[src/rtl/alu_pkg.sv]
// alu_pkg: shared definitions for the ALU command sequencer.
//   - ALUOp encodings OP_ADD..OP_NOT (101-111 are illegal)
//   - is_legal_op(): true for encodings the ALU implements
//   - state_t: sequencer FSM states
package alu_pkg;

    localparam logic [2:0] OP_ADD = 3'b000;
    localparam logic [2:0] OP_SUB = 3'b001;
    localparam logic [2:0] OP_AND = 3'b010;
    localparam logic [2:0] OP_OR  = 3'b011;
    localparam logic [2:0] OP_NOT = 3'b100;

    typedef enum logic [1:0] {
        IDLE  = 2'd0,
        ISSUE = 2'd1,
        RESP  = 2'd2
    } state_t;

    function automatic logic is_legal_op(input logic [2:0] op);
        return (op <= OP_NOT);
    endfunction

endpackage

[src/rtl/sync_cmd_fifo.sv]
// sync_cmd_fifo: single-clock FIFO holding packed ALU commands.
// Ports:
//   clk, rst          clock, async active-high reset (empties the FIFO)
//   push, din         write request and data; ignored while full
//   pop, dout         read request and head data; ignored while empty
//   full, empty       occupancy flags, derived from registered state
module sync_cmd_fifo #(
    parameter int W     = 11,
    parameter int DEPTH = 4
) (
    input  logic         clk,
    input  logic         rst,
    input  logic         push,
    input  logic [W-1:0] din,
    input  logic         pop,
    output logic [W-1:0] dout,
    output logic         full,
    output logic         empty
);

    localparam int AW = $clog2(DEPTH);

    logic [W-1:0]  mem [DEPTH];
    logic [AW-1:0] wptr, rptr;
    // One extra bit so a full FIFO is distinguishable from an empty one.
    logic [AW:0]   count;
    logic          do_push, do_pop;

    assign full    = (count == (AW+1)'(DEPTH));
    assign empty   = (count == '0);
    assign do_push = push && !full;
    assign do_pop  = pop && !empty;
    assign dout    = mem[rptr];

    always_ff @(posedge clk or posedge rst) begin
        if (rst) begin
            wptr  <= '0;
            rptr  <= '0;
            count <= '0;
        end else begin
            // Pointers are AW bits wide, so DEPTH being a power of two
            // makes them wrap naturally.
            if (do_push) wptr <= wptr + AW'(1);
            if (do_pop)  rptr <= rptr + AW'(1);
            case ({do_push, do_pop})
                2'b10:   count <= count + (AW+1)'(1);
                2'b01:   count <= count - (AW+1)'(1);
                default: count <= count;
            endcase
        end
    end

    // Storage needs no reset; occupancy alone decides what is valid.
    always_ff @(posedge clk) begin
        if (do_push) mem[wptr] <= din;
    end

endmodule

[src/rtl/alu_cmd_sequencer.sv]
// alu_cmd_sequencer: initiator side of the ALU interface.
// Buffers commands in a FIFO, issues them one at a time to a combinational
// ALU, captures Result/Zero and returns them on a valid/ready stream.
// Ports:
//   clk, rst                         clock, async active-high reset
//   cmd_valid/ready, cmd_a/b/op      command stream in
//   alu_a/b/op                       registered operands to the ALU
//   alu_result, alu_zero             combinational ALU outputs
//   rsp_valid/ready, rsp_result/zero/op/err   response stream out
//   busy                             work buffered or in flight
//   done_count                       responses handed off (wraps)
module alu_cmd_sequencer
    import alu_pkg::*;
#(
    parameter int WIDTH = 4,
    parameter int DEPTH = 4
) (
    input  logic             clk,
    input  logic             rst,
    input  logic             cmd_valid,
    output logic             cmd_ready,
    input  logic [WIDTH-1:0] cmd_a,
    input  logic [WIDTH-1:0] cmd_b,
    input  logic [2:0]       cmd_op,
    output logic [WIDTH-1:0] alu_a,
    output logic [WIDTH-1:0] alu_b,
    output logic [2:0]       alu_op,
    input  logic [WIDTH-1:0] alu_result,
    input  logic             alu_zero,
    output logic             rsp_valid,
    input  logic             rsp_ready,
    output logic [WIDTH-1:0] rsp_result,
    output logic             rsp_zero,
    output logic [2:0]       rsp_op,
    output logic             rsp_err,
    output logic             busy,
    output logic [7:0]       done_count
);

    localparam int CW = 2*WIDTH + 3;

    state_t           state, state_nxt;
    logic             fifo_full, fifo_empty;
    logic [CW-1:0]    head;
    logic [2:0]       head_op;
    logic [WIDTH-1:0] head_a, head_b;
    logic             pop, capture, rsp_done;
    logic [2:0]       op_q;    // op of the command in flight, legal or not
    logic             err_q;   // command in flight carries an illegal op

    assign cmd_ready = !fifo_full;
    assign head_op   = head[CW-1 -: 3];
    assign head_a    = head[2*WIDTH-1 -: WIDTH];
    assign head_b    = head[WIDTH-1:0];

    sync_cmd_fifo #(.W(CW), .DEPTH(DEPTH)) u_fifo (
        .clk   (clk),
        .rst   (rst),
        .push  (cmd_valid && cmd_ready),
        .din   ({cmd_op, cmd_a, cmd_b}),
        .pop   (pop),
        .dout  (head),
        .full  (fifo_full),
        .empty (fifo_empty)
    );

    always_ff @(posedge clk or posedge rst) begin
        if (rst) state <= IDLE;
        else     state <= state_nxt;
    end

    always_comb begin
        state_nxt = state;
        pop       = 1'b0;
        capture   = 1'b0;
        rsp_done  = 1'b0;
        case (state)
            IDLE: begin
                if (!fifo_empty) begin
                    pop       = 1'b1;
                    state_nxt = ISSUE;
                end
            end
            ISSUE: begin
                capture   = 1'b1;
                state_nxt = RESP;
            end
            RESP: begin
                if (rsp_ready) begin
                    rsp_done = 1'b1;
                    // Back-to-back issue keeps the rate at one response per 2 cycles.
                    if (!fifo_empty) begin
                        pop       = 1'b1;
                        state_nxt = ISSUE;
                    end else begin
                        state_nxt = IDLE;
                    end
                end
            end
            default: state_nxt = IDLE;
        endcase
    end

    // rsp_valid follows the state directly, so it drops as soon as rst rises.
    assign rsp_valid = (state == RESP);
    assign busy      = !fifo_empty || (state != IDLE);

    always_ff @(posedge clk or posedge rst) begin
        if (rst) begin
            alu_a      <= '0;
            alu_b      <= '0;
            alu_op     <= '0;
            op_q       <= '0;
            err_q      <= 1'b0;
            rsp_result <= '0;
            rsp_zero   <= 1'b0;
            rsp_op     <= '0;
            rsp_err    <= 1'b0;
            done_count <= '0;
        end else begin
            if (pop) begin
                op_q  <= head_op;
                err_q <= !is_legal_op(head_op);
                // An illegal op never reaches the ALU; its operand registers
                // keep the last legal command.
                if (is_legal_op(head_op)) begin
                    alu_a  <= head_a;
                    alu_b  <= head_b;
                    alu_op <= head_op;
                end
            end
            if (capture) begin
                rsp_result <= err_q ? '0   : alu_result;
                rsp_zero   <= err_q ? 1'b0 : alu_zero;
                rsp_op     <= op_q;
                rsp_err    <= err_q;
            end
            if (rsp_done) done_count <= done_count + 8'd1;
        end
    end

endmodule

[config.mk]
export PLATFORM = sky130hd
export DESIGN_NAME = alu_cmd_sequencer
export DESIGN_NICKNAME = d
export VERILOG_FILES = /design/src/rtl/alu_pkg.sv /design/src/rtl/sync_cmd_fifo.sv /design/src/rtl/alu_cmd_sequencer.sv
export SDC_FILE = /design/constraint.sdc
export NUM_CORES = 1
export LEC_CHECK = 0
export ABC_AREA = 1
export CAP_MARGIN = 20
export CORE_MARGIN = 3
export CORE_UTILIZATION = 40
export DETAILED_ROUTE_END_ITERATION = 8
export GPL_ROUTABILITY_DRIVEN = 0
export PLACE_DENSITY = 0.62
export SYNTH_ARGS = -nofsm -noshare
export SYNTH_HDL_FRONTEND = slang
export SYNTH_SLANG_ARGS = --single-unit
export TNS_END_PERCENT = 5
[constraint.sdc]
create_clock -name clk -period 2.3 [get_ports clk]
set_clock_uncertainty 0.05 [all_clocks]
set_input_delay 0.23 -clock clk [delete_from_list [all_inputs] [get_ports clk]]
set_output_delay 0.23 -clock clk [all_outputs]
set_load 0.01 [all_outputs]
# Yosys cells after proc, flatten, opt, wreduce, memory -nomap -nowiden
# Memory sizes are Yosys's and may differ from the RTL's.
# Index checks and enable logic that the tools add are counted.
# op_classes
addsub	5
n_lt_le_gt_ge	1
n_eq_ne	7
n_mux	15
reduce_logical	13
# ops
operator	n
$mux 1	9
$add 8x1->8 const B	1
$pmux 2 s3	1
$pmux 3 s2	1
$add 2x1->2 const B	2
$eq 2x1->1 const B	2
$eq 2x2->1 const B	2
$mux 2	2
$mux 4	1
$reduce_and 2->1	2
$reduce_bool 2->1	2
$add 3x1->3 const B	1
$eq 3x3->1 const B	1
$le 3x3->1 const B	1
$logic_and 1x1->1	3
$logic_not 1->1	3
$logic_not 3->1	1
$sub 3x1->3 const B	1
$logic_not 2->1	1
$ne 2x1->1 const B	1
$ne 2x2->1 const B	1
$pmux 1 s2	1
$logic_or 1x1->1	1
# totals
regBits	41
ramBits	44
input_bits	20
word_cells	56
memories	1
# memory_table
memory	depth	width	read_ports	rd_ports_with_merged_regs	wr	line_no	text
u_fifo.mem	4	11	1	0	1	sync_cmd_fifo.sv:23	logic [W-1:0] mem [DEPTH];

# Longest topological paths before layout
# depth
ltp_word	7
ltp_mapped	11
ltp_nobuf	10

# By module
# Synthesis repeated with hierarchy kept, for this count alone.
# hier_totals
hier_cells	357
area_unflattened_um2	3647.2
# modules_own_cells
mod	n_inst	cells_per_inst	area_each_um2	seq_area_each_um2
sync_cmd_fifo	1	190	2213.4	1496.4
alu_cmd_sequencer	1	167	1433.9	850.8

# Worst setup path after synthesis
# No wires, ideal clock.
# synth_path
kind	reg-to-reg
startpoint	register state[1]
endpoint	register u_fifo.count[2]
arrival_ns	1.841
t_required_ns	2.126
path_slack_ns	0.285
stages_incl_launch_ff	11
n_path_buf	1
synth_period_minus_slack_ns	2.015
path_cell_list	dfrtp_1 -> nand2_1 -> nand2_1 -> nor2_4 -> buf_2 -> ha_1 -> inv_1 -> fa_1 -> a21oi_1 -> o21ai_0 -> xnor2_1
# synth_via
elab_chain_cells	5
word_cells_on_any_way	8
# synth_rtl
element	line_no	text
start: declaration	alu_cmd_sequencer.sv:42	state_t state, state_nxt;
start signal: assignment	alu_cmd_sequencer.sv:69	else state <= state_nxt;
$eq 2x2->1 / $logic_not 2->1 (equally long branches)	alu_cmd_sequencer.sv:77	case (state)
$pmux 1 s2 *	alu_cmd_sequencer.sv:77	
$logic_and 1x1->1 *	sync_cmd_fifo.sv:32	assign do_pop = pop && !empty;
named net u_fifo.do_pop	sync_cmd_fifo.sv:27	logic do_push, do_pop;
$eq 2x1->1 / $eq 2x2->1 (equally long branches)	sync_cmd_fifo.sv:45	case ({do_push, do_pop})
$pmux 3 s2 / $reduce_bool 2->1 (equally long branches)	-	
end signal: assignment	sync_cmd_fifo.sv:46	2'b10: count <= count + (AW+1)'(1);
end signal: assignment	sync_cmd_fifo.sv:47	2'b01: count <= count - (AW+1)'(1);
end signal: assignment	sync_cmd_fifo.sv:48	default: count <= count;
end: declaration	sync_cmd_fifo.sv:26	logic [AW:0] count;
# The timed path passes the listed nets; every way through them passes the cells marked *.
# A chain may end at the register's enable or synchronous reset.

# Final worst setup path
# layout_path
startpoint	register u_fifo.count[1]
endpoint	output port busy
# layout_via
elab_chain_cells	3
# layout_rtl
element	line_no	text
$logic_not 3->1	sync_cmd_fifo.sv:30	assign empty = (count == '0);
$logic_not 1->1	alu_cmd_sequencer.sv:106	assign busy = !fifo_empty || (state != IDLE);
$logic_or 1x1->1	alu_cmd_sequencer.sv:106	
end: declaration	alu_cmd_sequencer.sv:36	output logic busy,
# No other way between the ends.

==> qor.yml <==
clock_tree:
  cts_tree: "built"
  clkSlewWorstSetupHoldPaths_ns: 0.09
  htreeDepth: 3
  cts_root_buf: "clkbuf_8"
  cts_buffers: 9
  cts_hold_buf: 0
  ctsResizeCount: 0
  clk_path_buf_depth: 2
  clock-sinks: 85
  cts_setup_buffers: 0
  clock_latency_ns: 0.35
route:
  vias: 2316
  drc_errors: 0
  firstDrtPassIters: 4
  wire_per_inst_um: 13.3
  drt_iter0_markers: 105
  ant_nets: 0
  via_per_inst: 4.77
  drt_wl_total_um: 6460
yosys:
  syn-cell-area_mm2: 0.00354
  synth_compound_area_frac: 0.0658
  synth-seq-cells: 85
  synth_mux_area_frac: 0
  syn_nets: 344
  synth_fa_ha_area_frac: 0.0269
  syn-mean-instance-area_um2: 11.2
  synth.yosys.warnings: 0
  yosys.area_share.simple: 0.169
  ys_seq_area_frac: 0.664
  synth_cell_type_count: 29
  synth_xor_area_frac: 0.0198
  synth_top_family_by_area: "simple AND/OR/NAND/NOR gates"
  netlist_instances: 317
cells_and_area:
  layout_commonest_cell: "nand2_1"
  drive_gt1_frac: 0.0971
  design_area_mm2: 0.00436
  fillers: 726
  multi_input_area_um2: 997
  area_growth_pct: 23.2
  final_cell_mix: "nand2_1 (59), clkdlybuf4s50_1 (50), edfxtp_1 (44)"
  regArea_mm2: 0.00235
  utilization: 0.520
  nNetsFinal: 403
  antennaDiodeCount: 0
grt:
  grt_pass1_vias: 2268
  grt_max_degree: 42
  grt_pass1_wl_um: 11100
  grt-ovfl-total: 0
  antenna_found_initial: 0
  track_usage: 0.143
timing:
  setup_viol_count_final: 0
  hold_violations: 0
  fmax_mhz: 481
  grt_setup_unrepaired: "no"
  relSlewSlack: 0.624
  hold_ws_ns: 0.252
  setup_tns_ns: 0
  period_needed_ns: 2.08
  tightest_slew_ns: 0.564
  fin_crit_sh: 0.905
  slew_violations: 0
place:
  port_buffers: 50
  placed_area_mm2: 0.00414
  hpwl_um: 4420
pwr:
  total_leakage_power_nw: 1.83
  internal-power_mw: 3.64
  swShare: 0.377
  max-vdd-ir-drop_mv: 0.592
  pwr-share-comb: 0.402
  p_sw_mw: 2.21
  seq_power_share: 0.409
  pwr-share-clk: 0.189
  p_per_area_mw_per_mm2: 1340
floorplanning:
  die-width_um: 100
  dieArea_mm2: 0.0100
  die_h_um: 100
  start_util: 0.422
  core.rowCount: 33
  pin_count: 51
  fp.coreArea_mm2: 0.00838
critical_path:
  worst_ep_arrival_time_ns: 1.80
  cp.required_ns: 2.02
  critical_path_class: "reg -> out"
  worstPathMaxFanout: 3
  startpoint_type: "flip-flop"
  rr_worst_depth: 8
  worst_setup_path_end_kind: "output port"
run_status:
  outcome: "finished clean"
job:
  cap_viol_max_count: 0
min_path:
  min-delay-path-class: "in -> async"
synthesized netlist by cell type:
cell type | number | area (um2)
ha_1 | 6 | 75.1
nand3b_1 | 1 | 7.51
nand3_1 | 26 | 130
a22o_1 | 5 | 43.8
nor2_2 | 1 | 6.26
buf_2 | 1 | 5.00
inv_1 | 23 | 86.3
xor2_1 | 5 | 43.8
nor3_1 | 1 | 5.00
nand2_1 | 59 | 221
clkinv_1 | 1 | 3.75
fa_1 | 1 | 20.0
nand2_2 | 4 | 25.0
nand4_1 | 2 | 12.5
xnor2_1 | 3 | 26.3
dfrtp_1 | 41 | 1030
clkbuf_1 | 2 | 7.51
nor2_1 | 40 | 150
buf_6 | 5 | 56.3
inv_4 | 1 | 6.26
buf_4 | 3 | 22.5
nor2_4 | 1 | 11.3
edfxtp_1 | 44 | 1320
inv_2 | 1 | 3.75
nand3_2 | 3 | 30.0
o21ai_0 | 29 | 145
a21oi_2 | 1 | 8.76
o21ai_1 | 4 | 20.0
a21oi_1 | 3 | 15.0
metrics by stage:
stage	total power [mW]	setup slack (ns)	std cells
after global routing	6.36	0.121	486
after detailed placement	4.81	0.0762	470
after floorplan	3.96	0.285	317
after CTS	5.92	0.219	486
final	5.85	0.219	486
after global placement	4.75	0.106	470
final cells by class:
class	instances	area share
clock buffer	9	0.0284
sequential	85	0.539
timing repair buffer	59	0.130
inverter	26	0.0230
multi-input combinational	195	0.229
tap	105	0.0302
clock inverter	7	0.0201
state kept, by name, summed over array words and instances (netlist names):
register and count:
alu_a 4, alu_b 4, alu_op 3, done_count 8, err_q 1, op_q 3
rsp_err 1, rsp_op 3, rsp_result 4, rsp_zero 1, state 2, u_fifo.count 3
u_fifo.mem 44, u_fifo.rptr 2, u_fifo.wptr 2
worst max-delay path, stage by stage (launching register included):
cell,delay [ns]
dfrtp_1,0.39
inv_1,0.12
nand2_1,0.07
nor2_1,0.25
nand2_1,0.12
clkdlybuf4s50_1,0.49
power by group through the flow:
stage | clock network, mW | logic, mW | registers (mW)
global route | 1.21 | 2.70 | 2.45
CTS | 1.14 | 2.39 | 2.40
detailed placement | 0 | 2.39 | 2.42
global placement | 0 | 2.34 | 2.41
finish | 1.10 | 2.35 | 2.39
floorplan | 0 | 1.53 | 2.43
path summary, 6_finish.rpt:
check | from | to | slack, ns
max in group asynchronous | rst | alu_a[0] | 1.58
worst max register to register | u_fifo.count[1] | u_fifo.count[1] | 0.40
worst min register to register | op_q[0] | rsp_op[0] | 0.43
worst max-delay path | u_fifo.count[1] | busy | 0.22
worst min-delay path | rst | u_fifo.count[1] | 0.25
min in group clk | alu_result[2] | rsp_result[2] | 0.43
cells by family after synthesis:
kind of cell / Yosys count
DFF: 85
adders and majority gates: 7
and+or+nand+nor: 138
AOI/OAI and AO/OA: 42
xor gates and xnor gates: 8
buffers and inverters: 37
per-layer routing:
| metal | GRT usage | up-vias | part of all wire | routed length (um) |
|---|---|---|---|---|
| met5 | 0 | - | 0 | 0 |
| met4 | 0.0528 | 0 | 0.014 | 88 |
| met3 | 0.0417 | 8 | 0.059 | 382 |
| met2 | 0.229 | 59 | 0.48 | 3080 |
| met1 | 0.185 | 1071 | 0.45 | 2910 |
| li1 | - | 1178 | - | - |
(Power assumes the default switching activity.)
